===== src/rtl/alu_issue_ctrl_if.sv =====
// Bundle of the command, alu-side and result-side signals of alu_issue_ctrl.
// slave is the issue block itself; master is whoever drives commands,
// supplies the alu response and consumes results.
interface alu_issue_ctrl_if #(
  parameter int WIDTH = 4,
  parameter int SEL_W = 3,
  parameter int DEPTH = 4
);
  localparam int CNT_W = $clog2(DEPTH) + 1;

  logic             in_valid;
  logic             in_ready;
  logic [WIDTH-1:0] in_a;
  logic [WIDTH-1:0] in_b;
  logic [SEL_W-1:0] in_sel;
  logic [WIDTH-1:0] alu_a;
  logic [WIDTH-1:0] alu_b;
  logic [SEL_W-1:0] alu_sel;
  logic [WIDTH-1:0] alu_y;
  logic             out_valid;
  logic             out_ready;
  logic [WIDTH-1:0] out_y;
  logic [SEL_W-1:0] out_sel;
  logic [CNT_W-1:0] count;

  modport slave (
    input  in_valid, in_a, in_b, in_sel, alu_y, out_ready,
    output in_ready, alu_a, alu_b, alu_sel, out_valid, out_y, out_sel, count
  );

  modport master (
    output in_valid, in_a, in_b, in_sel, alu_y, out_ready,
    input  in_ready, alu_a, alu_b, alu_sel, out_valid, out_y, out_sel, count
  );
endinterface


===== src/rtl/alu_issue_ctrl.sv =====
// Command FIFO + issue stage in front of a combinational alu. The FIFO head
// drives the alu directly; the alu response is captured into a one-entry
// result slot with its own valid/ready handshake.
module alu_issue_ctrl #(
  parameter int WIDTH = 4,
  parameter int SEL_W = 3,
  parameter int DEPTH = 4
) (
  input logic             clk,
  input logic             rst,
  alu_issue_ctrl_if.slave bus
);
  localparam int PTR_W = $clog2(DEPTH);
  localparam int CNT_W = PTR_W + 1;

  typedef struct packed {
    logic [SEL_W-1:0] sel;
    logic [WIDTH-1:0] b;
    logic [WIDTH-1:0] a;
  } cmd_t;

  cmd_t             r_mem [DEPTH];
  logic [PTR_W-1:0] r_wptr;
  logic [PTR_W-1:0] r_rptr;
  logic [CNT_W-1:0] r_count;
  logic             r_out_valid;
  logic [WIDTH-1:0] r_out_y;
  logic [SEL_W-1:0] r_out_sel;

  logic w_in_ready;
  logic w_push;
  logic w_pop;
  logic w_nonempty;
  cmd_t w_head;

  // No full bypass: a pop in the same cycle does not open a slot when full.
  assign w_in_ready = (r_count < CNT_W'(DEPTH)) && !rst;
  assign w_push     = bus.in_valid && w_in_ready;
  assign w_nonempty = (r_count != '0);
  assign w_pop      = w_nonempty && (!r_out_valid || bus.out_ready);
  assign w_head     = w_nonempty ? r_mem[r_rptr] : '0;

  assign bus.in_ready  = w_in_ready;
  assign bus.alu_a     = w_head.a;
  assign bus.alu_b     = w_head.b;
  assign bus.alu_sel   = w_head.sel;
  assign bus.out_valid = r_out_valid;
  assign bus.out_y     = r_out_y;
  assign bus.out_sel   = r_out_sel;
  assign bus.count     = r_count;

  // FIFO storage write; contents need no reset since count gates the head.
  always_ff @(posedge clk) begin
    if (w_push) r_mem[r_wptr] <= '{sel: bus.in_sel, b: bus.in_b, a: bus.in_a};
  end

  // Pointers, occupancy and the result slot.
  always_ff @(posedge clk) begin
    if (rst) begin
      r_wptr      <= '0;
      r_rptr      <= '0;
      r_count     <= '0;
      r_out_valid <= 1'b0;
      r_out_y     <= '0;
      r_out_sel   <= '0;
    end else begin
      if (w_push) r_wptr <= r_wptr + PTR_W'(1);
      if (w_pop)  r_rptr <= r_rptr + PTR_W'(1);
      case ({w_push, w_pop})
        2'b10:   r_count <= r_count + CNT_W'(1);
        2'b01:   r_count <= r_count - CNT_W'(1);
        default: ;
      endcase
      if (w_pop) begin
        r_out_valid <= 1'b1;
        r_out_y     <= bus.alu_y;
        r_out_sel   <= w_head.sel;
      end else if (bus.out_ready) begin
        r_out_valid <= 1'b0;
      end
    end
  end
endmodule


===== src/flat_wrapper.sv =====
// flat-port wrapper written by rule: the top's interface ports become plain ports
module alu_issue_ctrl_flat 
#(
  parameter int WIDTH = 4,
  parameter int SEL_W = 3,
  parameter int DEPTH = 4
)
  (clk, rst, bus_in_valid, bus_in_a, bus_in_b, bus_in_sel, bus_alu_y, bus_out_ready, bus_in_ready, bus_alu_a, bus_alu_b, bus_alu_sel, bus_out_valid, bus_out_y, bus_out_sel, bus_count);
  alu_issue_ctrl_if #(.WIDTH(WIDTH), .SEL_W(SEL_W), .DEPTH(DEPTH)) bus_i ();
  input logic clk;
  input logic rst;
  input wire logic [$bits(bus_i.in_valid)-1:0] bus_in_valid;
  input wire logic [$bits(bus_i.in_a)-1:0] bus_in_a;
  input wire logic [$bits(bus_i.in_b)-1:0] bus_in_b;
  input wire logic [$bits(bus_i.in_sel)-1:0] bus_in_sel;
  input wire logic [$bits(bus_i.alu_y)-1:0] bus_alu_y;
  input wire logic [$bits(bus_i.out_ready)-1:0] bus_out_ready;
  output wire logic [$bits(bus_i.in_ready)-1:0] bus_in_ready;
  output wire logic [$bits(bus_i.alu_a)-1:0] bus_alu_a;
  output wire logic [$bits(bus_i.alu_b)-1:0] bus_alu_b;
  output wire logic [$bits(bus_i.alu_sel)-1:0] bus_alu_sel;
  output wire logic [$bits(bus_i.out_valid)-1:0] bus_out_valid;
  output wire logic [$bits(bus_i.out_y)-1:0] bus_out_y;
  output wire logic [$bits(bus_i.out_sel)-1:0] bus_out_sel;
  output wire logic [$bits(bus_i.count)-1:0] bus_count;
  assign bus_i.in_valid = bus_in_valid;
  assign bus_i.in_a = bus_in_a;
  assign bus_i.in_b = bus_in_b;
  assign bus_i.in_sel = bus_in_sel;
  assign bus_i.alu_y = bus_alu_y;
  assign bus_i.out_ready = bus_out_ready;
  assign bus_in_ready = bus_i.in_ready;
  assign bus_alu_a = bus_i.alu_a;
  assign bus_alu_b = bus_i.alu_b;
  assign bus_alu_sel = bus_i.alu_sel;
  assign bus_out_valid = bus_i.out_valid;
  assign bus_out_y = bus_i.out_y;
  assign bus_out_sel = bus_i.out_sel;
  assign bus_count = bus_i.count;
  alu_issue_ctrl #(.WIDTH(WIDTH), .SEL_W(SEL_W), .DEPTH(DEPTH)) u_core (.clk(clk), .rst(rst), .bus(bus_i));
endmodule

===== config.mk =====
export PLATFORM = sky130hd
export DESIGN_NAME = alu_issue_ctrl_flat
export DESIGN_NICKNAME = d
export VERILOG_FILES = /design/src/rtl/alu_issue_ctrl_if.sv /design/src/rtl/alu_issue_ctrl.sv /design/src/flat_wrapper.sv
export SDC_FILE = /design/constraint.sdc
export NUM_CORES = 1
export LEC_CHECK = 0
export BUFFER_PORTS_ARGS = -buffer_cell sky130_fd_sc_hd__buf_2
export CORE_MARGIN = 8
export CORE_UTILIZATION = 49
export DETAILED_ROUTE_END_ITERATION = 8
export HOLD_SLACK_MARGIN = 0.08
export PLACE_DENSITY = 0.74
export REMOVE_ABC_BUFFERS = 1
export SLEW_MARGIN = 20
export SYNTH_ARGS = -nofsm -noshare
export SYNTH_HDL_FRONTEND = slang
export SYNTH_SLANG_ARGS = --single-unit

===== constraint.sdc =====
create_clock -name clk -period 2.2 [get_ports clk]
set_clock_uncertainty 0.1 [all_clocks]
set_input_delay 0.22 -clock clk [delete_from_list [all_inputs] [get_ports clk]]
set_output_delay 0.22 -clock clk [all_outputs]
set_load 0.01 [all_outputs]

==> results of run 1 <==
state kept, by name, summed over array words and instances, names as in the netlist, named ones only:
name / flops
u_core.r_mem: 44
u_core.bus.out_y: 4
u_core.bus.out_valid: 1
u_core.r_rptr: 2
u_core.r_wptr: 2
u_core.bus.count: 3
u_core.bus.out_sel: 3
where the power goes:
group | leakage (nW) | internal, mW | switching (mW)
registers | 0.540 | 1.40 | 0.112
clock network | 0.111 | 0.617 | 0.407
logic | 0.518 | 0.696 | 0.782
total | 1.17 | 2.72 | 1.30
synth_stat cells, drive strengths merged (2+ instances only):
cell type / count / area [um^2]
a21oi: 12 / 60.1
and2: 15 / 93.8
buf: 5 / 32.5
clkbuf: 4 / 15.0
dfxtp: 17 / 340
edfxtp: 44 / 1320
ha: 5 / 62.6
inv: 7 / 26.3
mux4: 11 / 248
nand3: 7 / 35.0
nor2: 7 / 26.3
o21ai: 9 / 45.0
or3: 3 / 20.0
xor2: 2 / 17.5
timing repair:
action,in CTS,in global routing
endpoints found under the hold margin,48,0
endpoints found under the setup margin,0,12
hold buffers,15,0
resized for setup,0,4
setup buffers,0,1
layer usage:
layer | GRT usage, % | vias to the layer above | part of all wire (%)
li1 | - | 714 | -
met1 | 14.3 | 765 | 37
met2 | 25.1 | 53 | 55
met3 | 4.35 | 10 | 6.4
met4 | 7.51 | 0 | 1.8
met5 | 0 | - | 0
final cells by class:
type | count | area [um^2] | share of cell area (%)
Clock inverter | 4 | 45.0 | 1.45
Timing Repair Buffer | 63 | 408 | 13.1
Multi-Input combinational cell | 81 | 709 | 22.9
Sequential cell | 61 | 1660 | 53.6
Tap cell | 67 | 83.8 | 2.70
Inverter | 7 | 26.3 | 0.847
Clock buffer | 12 | 166 | 5.36
stage by stage:
| stage | total power, mW | instances | setup TNS [ps] | setup slack (ps) |
|---|---|---|---|---|
| after floorplan | 2.40 | 149 | -57.8 | -57.8 |
| after global routing | 4.22 | 295 | -37.3 | -37.3 |
| after global placement | 2.86 | 263 | 0 | 148 |
| after detailed placement | 2.95 | 263 | 0 | 23.2 |
| after CTS | 4.00 | 294 | 0 | 3.60 |
| final | 4.02 | 295 | 0 | 87.2 |
final timing paths:
kind,end,from,slack [ps],cells past startpoint
min,u_core.bus.out_y[0],rst,240,3
min reg2reg,u_core.bus.out_y[0],u_core.bus.out_y[0],390,2
max,u_core.bus.count[2],u_core.bus.out_valid,90,8
max reg2reg,u_core.bus.count[2],u_core.bus.out_valid,90,8
critical path: stages (launching register included):
cell and delay (ps):
dfxtp_1 320, nor2b_1 140, nor2_1 140, ha_2 220
inv_1 50, fa_1 370, xor2_1 150, or3_2 410
a21oi_1 150
placed cells by master (no fill, tap or decap), types with 4 or more instances in the layout:
cell and count:
dfxtp_1 15, nand3_1 7, edfxtp_1 44, ha_1 4, o21ai_0 9, nor2_1 7, and2_1 15, dlygate4sd3_1 15
mux4_2 11, a21oi_1 12, buf_4 7, inv_1 7, buf_2 41, clkbuf_8 10
logic make-up (layout without fill, tap and decap cells):
group	after synthesis	count (layout)	synth area share, %
DFF	61	61	68.2
and+or+nand+nor	37	37	8.57
AOI/OAI and AO/OA	24	24	5.60
buffers and inverters	16	86	3.03
muxes	11	11	10.2
adders and majority gates	6	6	3.39
xor gates and xnor gates	3	3	1.08
==> out/qor.csv, run 1 <==
stage;metric;value;unit
status;status;finished, final reports clean;
timing;setup_viol;0;
timing;slew_viol_final;0;
cts;root_buffer;clkbuf_8;
setup_path;crit_fanout;3;
timing;fin_crit;2110;ps
cts;cts_sinks;61;
grt;grt_max_degree;20;
synth;synth-edff-count;44;
synth;synth_cells;158;
cts;htreeDepth;3;
synth;yosysWarnings;0;
synth;ys_ff_latch;61;
synth;synth-async-reset-ratio;0;%
place;dpl.hpwl;3.34;mm
grt;grt_pass1_wl;7.88;mm
detailed_routing;wire_per_inst;17.1;um
synth;synthesis.area;2440;um^2
detailed_routing;routed-via-count;1542;
setup_path;cp-start-kind;register;
grt;antenna_found_initial;0;
floorplan;core_area;4750;um^2
floorplan;initial_core_util;51.3;%
timing;finalHoldViolCount;0;
cts;insertion_delay;330;ps
timing;whs;245;ps
detailed_routing;antenna_left;0;
synth;syn-mean-instance-area;15.4;um^2
pwr;p_per_area;1290;nW/um^2
timing;max_slew_margin;59.6;%
finish;final_area;3100;um^2
min_path;hp-class;in2reg;
synth;synthFlopType;edfxtp_1;
setup_path;cp-end-kind;register;
detailed_routing;dr.pass1.iters;4;
cts;clkTransAtPathRegs;70;ps
grt;grt_use_total;14.1;%
floorplan;rows;25;
synth;seq_area_frac_synth;68.2;%
timing;period_share;96.0;%
setup_path;criticalPathCategory;reg2reg;
finish;post-route-util;65.3;%
detailed_routing;drt-total-wl;5.03;mm
setup_path;cp_data_arrival_time;2270;ps
floorplan;dieArea;7490;um^2
cts;cts_buffer_depth;2;
detailed_routing;route.detailed.drc;0;
grt;grt_pass1_vias;1675;
floorplan;die_y;86.5;um
floorplan;die_w;86.5;um
finish;fillerInstances;356;
place;place.gp.congestion;0.690;
cts;numCtsBuffers;9;
finish;diodes;0;
pwr;p_leak;1.17;nW
timing;grt_setup_unrepaired;true;
setup_path;cp.required;2360;ps
floorplan;io_pins;42;
finish;final_net_count;248;
detailed_routing;drt_iter0_drc;162;
finish;area_growth;27.3;%
detailed_routing;avgViaCountPerCell;5.23;
grt;overflow;0;
pwr;peakVddDrop;1080;uV
timing;fmax;473;MHz
timing;tightest_slew;606;ps
synth;ys_types;28;
place;placed_area;2720;um^2
finish;drive_above_1_share;35.5;%
place;io_buffers;41;
cts;tritoncts;done;
job;drv_cap;0;
Power figures use the tool's default switching activity.
==> run 2: changes to the inputs <==
--- a/config.mk
+++ b/config.mk
@@ -6,6 +6,7 @@
 export NUM_CORES = 1
 export LEC_CHECK = 0
 export BUFFER_PORTS_ARGS = -buffer_cell sky130_fd_sc_hd__buf_2
+export CORE_ASPECT_RATIO = 1.1
 export CORE_MARGIN = 8
 export CORE_UTILIZATION = 49
 export DETAILED_ROUTE_END_ITERATION = 8
==> out/qor.csv, run 2 (synthesis results as in run 1) <==
stage;metric;value;unit;change
finish;diodes;0;;unchanged
grt;antenna_found_initial;0;;unchanged
detailed_routing;drt-total-wl;4.70;mm;-6.6%
grt;overflow;0;;unchanged
grt;grt_use_total;13.5;%;-0.54 points
detailed_routing;wire_per_inst;16.2;um;-5.4%
finish;final_net_count;253;;+2.0%
floorplan;core_area;4900;um^2;+3.0%
pwr;p_leak;1.19;nW;+2.0%
setup_path;cp.depth;4;;-4
timing;max_slew_margin;65.1;%;+5.5 points
detailed_routing;routed-via-count;1511;;-2.0%
pwr;fin_total_pwr;4.05;mW;+0.86%
finish;final_common_cell;edfxtp_1;;
setup_path;path_cells;buf_4 -> or3_1 -> and2_1 -> buf_2;;
floorplan;rows;27;;+8.0%
finish;final_cell_mix;44 x edfxtp_1, 41 x buf_2, 15 x and2_1, 15 x dfxtp_1, 15 x dlygate4sd3_1;;
pwr;peakVddDrop;574;uV;-47%
cts;htreeDepth;3;;unchanged
timing;period_share;94.4;%;-1.7 points
setup_path;cp-endpoint;bus_alu_a[3];;
detailed_routing;antenna_left;0;;unchanged
finish;area_growth;28.6;%;
setup_path;criticalPathCategory;reg2out;;
setup_path;cp-start-kind;register;;
setup_path;max_stage_delay;580;ps;+170 ps
timing;fin_crit;2080;ps;-36.3 ps
cts;numCtsBuffers;9;;unchanged
grt;grt_max_degree;19;;-5.0%
finish;regMostFlops;u_core.r_mem;;
status;status;finished, final reports clean;;
finish;largest_register_ffs;44;;unchanged
finish;drive_above_1_share;37.3;%;+1.8 points
detailed_routing;met3_length;219;um;-32%
detailed_routing;top_layer;met4;;
floorplan;dieArea;7490;um^2;about the same
cts;insertion_delay;330;ps;about the same
setup_path;critPathTopFamily;simple AND/OR/NAND/NOR gates;;
cts;tritoncts;done;;
detailed_routing;wl_met2;2.51;mm;-9.5%
setup_path;worst-path-buf-inv;2;;+1
cts;root_buffer;clkbuf_8;;
cts;clkTransAtPathRegs;70;ps;about the same
place;io_buffers;41;;unchanged
setup_path;r2r_setup_slack;130;ps;+40 ps
cts;cts_buffer_depth;2;;unchanged
timing;setup_viol;0;;unchanged
min_path;hp-class;in2reg;;
floorplan;initial_core_util;49.8;%;-1.5 points
setup_path;crit_fanout;13;;+10
floorplan;die_y;90.0;um;+4.0%
setup_path;critPathSlowestCell;or3_1;;
timing;slew_viol_final;0;;unchanged
timing;grt_setup_unrepaired;false;;
detailed_routing;drt-met1-wl;1.84;mm;-0.49%
place;place.gp.congestion;0.700;;+1.5%
setup_path;cp_data_arrival_time;1760;ps;-510 ps
timing;fmax;482;MHz;+1.7%
setup_path;timing.rr.start;u_core.bus.out_valid;;
grt;grt_pass1_wl;8.00;mm;+1.6%
pwr;p_per_area;1290;nW/um^2;-0.18%
floorplan;die_w;83.2;um;-3.8%
detailed_routing;drt_iter0_drc;138;;-15%
grt;grt_pass1_vias;1596;;-4.7%
timing;tightest_slew;523;ps;-82.8 ps
setup_path;cp-end-kind;output port;;
cts;cts_sinks;61;;unchanged
setup_path;rr_worst_depth;8;;unchanged
timing;setup-tns-final;0;ps;unchanged
detailed_routing;route.detailed.drc;0;;unchanged
setup_path;setup.worst_path.start;u_core.bus.count[2];;
setup_path;rr_endpoint;u_core.bus.count[2];;
detailed_routing;dr.pass1.iters;4;;unchanged
timing;finalHoldViolCount;0;;unchanged
floorplan;io_pins;42;;unchanged
detailed_routing;avgViaCountPerCell;5.19;;-0.66%
place;dpl.hpwl;2.97;mm;-11%
job;drv_cap;0;;unchanged
setup_path;cp.required;1880;ps;-480 ps
==> run 2: cell types whose count changed in the layout (fill, tap and decap cells not counted), sizes merged <==
cell      delta
clkinv       +1
clkbuf       -3
buf          +5
clkinvlp     +1
bufinv       +1
==> run 2: final cells by class <==
type                       instances  area [um^2]
fill                             332         1760
sequential                        61         1670
multi-input combinational         81          711
timing repair buffer              68          445
clock buffer                       9          124
clock inverter                     7         90.1
tap                               58         72.6
inverter                           7         26.3
==> run 2: where the power goes <==
| part | internal (mW) | leakage [nW] | switching, mW |
|---|---|---|---|
| combinational | 0.713 | 0.546 | 0.784 |
| clock | 0.631 | 0.107 | 0.418 |
| sequential | 1.40 | 0.540 | 0.102 |
==> run 2: how the worst min path moves through the flow <==
stage               cells past startpoint           from  slack (ps)             endpoint
global route                            3            rst         220  u_core.bus.count[2]
finish                                  3            rst         210  u_core.bus.count[2]
CTS                                     3            rst         210  u_core.bus.out_y[2]
global placement                        1    bus_in_a[1]         340   u_core.r_mem[2][1]
detailed placement                      1  bus_in_sel[1]         340   u_core.r_mem[1][9]
floorplan                               1            rst         190             register
==> run 2: worst reg2reg max path, delay by kind of cell (launching register included) <==
family          cells  cell delay (ps)
buf+inv             1               50
compound gates      1              140
xor+xnor            1              150
fa+ha+maj           2              540
simple gates        3              720
flops               1              320
==> run 2: repair_timing <==
item,CTS,global route
hold buffers,15,0
endpoints found under the hold margin,48,0
resized for setup,0,6
endpoints found under the setup margin,0,1
setup buffers,0,1
==> run 2: routing by layer <==
metal / vias to the layer above / track usage, %
met3: 10 / 4.15
met2: 33 / 22.6
met5: - / 0
met1: 738 / 14.6
li1: 730 / -
met4: 0 / 8.36
==> run 2: per-stage QoR <==
stage	instance area [um^2]	cells	util (%)	setup WS (ps)	hold slack, ps
6_report	3140	291	64.0	124	207
4_1_cts	3110	290	63.6	42.8	209
2_1_floorplan	2390	149	-	-57.8	189
5_1_grt	3140	291	64.0	5.85	225
3_5_place_dp	2750	259	56.1	95.3	340
3_3_place_gp	2750	259	56.1	129	337
==> run 3: changes to the inputs <==
--- a/config.mk
+++ b/config.mk
@@ -10,7 +10,7 @@
 export CORE_MARGIN = 8
 export CORE_UTILIZATION = 49
 export DETAILED_ROUTE_END_ITERATION = 8
-export HOLD_SLACK_MARGIN = 0.08
+export GPL_TIMING_DRIVEN = 0
 export PLACE_DENSITY = 0.74
 export REMOVE_ABC_BUFFERS = 1
 export SLEW_MARGIN = 20
==> out/qor.csv, run 3 (synthesis results as in run 1) <==
stage;metric;value;unit;change
grt;grt_max_degree;20;;+1
detailed_routing;wire_per_inst;16.6;um;+2.9%
setup_path;cp.required;2350;ps;+470 ps
finish;final_net_count;234;;-7.5%
grt;grt_pass1_wl;7.47;mm;-6.6%
setup_path;rr_worst_depth;8;;unchanged
place;dpl.hpwl;3.04;mm;+2.1%
setup_path;worst-path-buf-inv;1;;-1
detailed_routing;dr.pass1.iters;4;;unchanged
pwr;switchingPower;1.29;mW;-1.4%
place;io_buffers;41;;unchanged
floorplan;core_area;4900;um^2;unchanged
detailed_routing;routed-via-count;1420;;-6.0%
setup_path;cp_data_arrival_time;2300;ps;+540 ps
setup_path;cp.depth;8;;+4
timing;setup_viol;0;;unchanged
detailed_routing;route.detailed.drc;0;;unchanged
cts;cts_sinks;61;;unchanged
timing;whs;15.8;ps;-191 ps
pwr;comb_power_share;32.3;%;-4.6 points
pwr;pwr-share-seq;40.5;%;+3.3 points
finish;area_growth;23.7;%;
place;placed_area;2670;um^2;-3.0%
cts;numCtsBuffers;9;;unchanged
detailed_routing;drt-total-wl;4.52;mm;-3.8%
setup_path;max_stage_delay;420;ps;-160 ps
finish;final_cell_mix;44 x edfxtp_1, 41 x buf_2, 15 x and2_1;;
detailed_routing;antenna_left;0;;unchanged
grt;antenna_found_initial;0;;unchanged
finish;drive_above_1_share;36.9;%;-0.42 points
min_path;hp-class;in2reg;;
setup_path;timing.rr.start;u_core.bus.count[2];;
setup_path;setup.worst_path.start;u_core.bus.count[2];;
timing;fmax;466;MHz;-3.2%
finish;fillerInstances;339;;+2.1%
timing;slew_viol_final;0;;unchanged
min_path;hp-start;bus_in_a[3];;
floorplan;initial_core_util;49.8;%;unchanged
timing;period_share;97.5;%;+3.1 points
setup_path;critPathTopFamily;simple AND/OR/NAND/NOR gates;;
cts;root_buffer;clkbuf_8;;
grt;grt_use_total;12.6;%;-0.94 points
floorplan;io_pins;42;;unchanged
cts;insertion_delay;330;ps;about the same
finish;final_area;3010;um^2;-3.9%
cts;tritoncts;done;;
pwr;peakVddDrop;488;uV;-15%
setup_path;cp-end-kind;register;;
setup_path;crit_fanout;11;;-2
pwr;swShare;32.4;%;+0.24 points
detailed_routing;drt_iter0_drc;129;;-6.5%
detailed_routing;avgViaCountPerCell;5.22;;+0.54%
pwr;p_per_area;1320;nW/um^2;+1.8%
min_path;holdPathStages;1;;-2
timing;max_slew_margin;58.9;%;-6.2 points
pwr;internal-power;2.68;mW;-2.5%
finish;largest_register_ffs;44;;unchanged
pwr;clock_power_share;27.2;%;+1.3 points
floorplan;dieArea;7490;um^2;unchanged
pwr;fin_total_pwr;3.97;mW;-2.1%
grt;grt_pass1_vias;1519;;-4.8%
pwr;p_leak;1.10;nW;-7.4%
finish;diodes;0;;unchanged
finish;regMostFlops;u_core.r_mem;;
floorplan;die_y;90.0;um;unchanged
timing;tightest_slew;616;ps;+93.1 ps
place;place.gp.congestion;0.686;;-2.0%
floorplan;rows;27;;unchanged
setup_path;criticalPathCategory;reg2reg;;
timing;fin_crit;2150;ps;+69.0 ps
cts;htreeDepth;3;;unchanged
finish;final_common_cell;edfxtp_1;;
setup_path;path_cells;nor3_4 -> nor2_2 -> ha_2 -> inv_1 -> fa_1 -> xor2_1 -> or3_2 -> a21oi_1;;
grt;overflow;0;;unchanged
timing;finalHoldViolCount;0;;unchanged
setup_path;critPathSlowestCell;or3_2;;
status;status;finished, final reports clean;;
setup_path;cp-start-kind;register;;
cts;cts_buffer_depth;2;;unchanged
cts;cts_setup_buffers;0;;unchanged
cts;clkTransAtPathRegs;70;ps;about the same
job;drv_cap;0;;unchanged
timing;grt_setup_unrepaired;true;;
floorplan;die_w;83.2;um;unchanged
## run 3: cell types whose count changed in the layout (fill, tap and decap cells not counted), sizes merged
cell / before / now
buf: 53 / 41
dlygate4sd3: 15 / 8
clkinv: 4 / 2
clkinvlp: 1 / 3
## run 3: worst paths after layout
kind	endpoint	slack, ps
worst min register to register	u_core.bus.out_sel[0]	380
worst max-delay path	u_core.bus.count[2]	50
worst min-delay path	u_core.r_mem[3][3]	20
worst max register to register	u_core.bus.count[2]	50
## run 3: worst reg2reg max path, stage by stage, from the launching register on
cell	delay (ps)
dfxtp_4	400
nor3_4	90
nor2_2	140
ha_2	200
inv_1	50
fa_1	360
xor2_1	160
or3_2	420
a21oi_1	150
## run 3: final cells by class
type	count	area, um^2	share of cell area, %
repair buffers	49	285	9.46
clock buffers	9	124	4.11
inverters	7	26.3	0.872
flip-flops and latches	61	1670	55.5
clock inverters	7	100	3.32
multi-input cells	81	732	24.3
well taps	58	72.6	2.41
## run 3: timing repair
| action | in CTS | in global routing |
|---|---|---|
| hold buffers | 6 | 2 |
| setup endpoints to repair | 13 | 8 |
| gates resized for setup | 8 | 6 |
| hold endpoints to repair | 19 | 4 |
| pin swaps | 0 | 1 |
## run 3: power by group through the flow
stage               clock network, mW  logic, mW  registers, mW
floorplan                           0      0.802           1.59
global placement                    0       1.22           1.59
detailed placement                  0       1.24           1.60
CTS                              1.10       1.29           1.59
global route                     1.16       1.44           1.64
finish                           1.08       1.28           1.61
## run 3: per-layer routing
layer	up-vias	part of all wire, %	global-route usage, %
li1	688	-	-
met1	695	41	14.0
met2	29	53	20.5
met3	8	4.0	4.60
met4	0	1.7	6.60
met5	-	0	0
## run 3: stage by stage
step / setup WS (ps) / util [%] / TNS (ps) / cells
global route: -73.5 / 61.5 / -73.5 / 272
floorplan: -57.8 / - / -57.8 / 149
CTS: 2.55 / 60.8 / 0 / 270
finish: 54.5 / 61.5 / 0 / 272
detailed placement: -370 / 54.5 / -565 / 248
global placement: -400 / 54.5 / -638 / 248
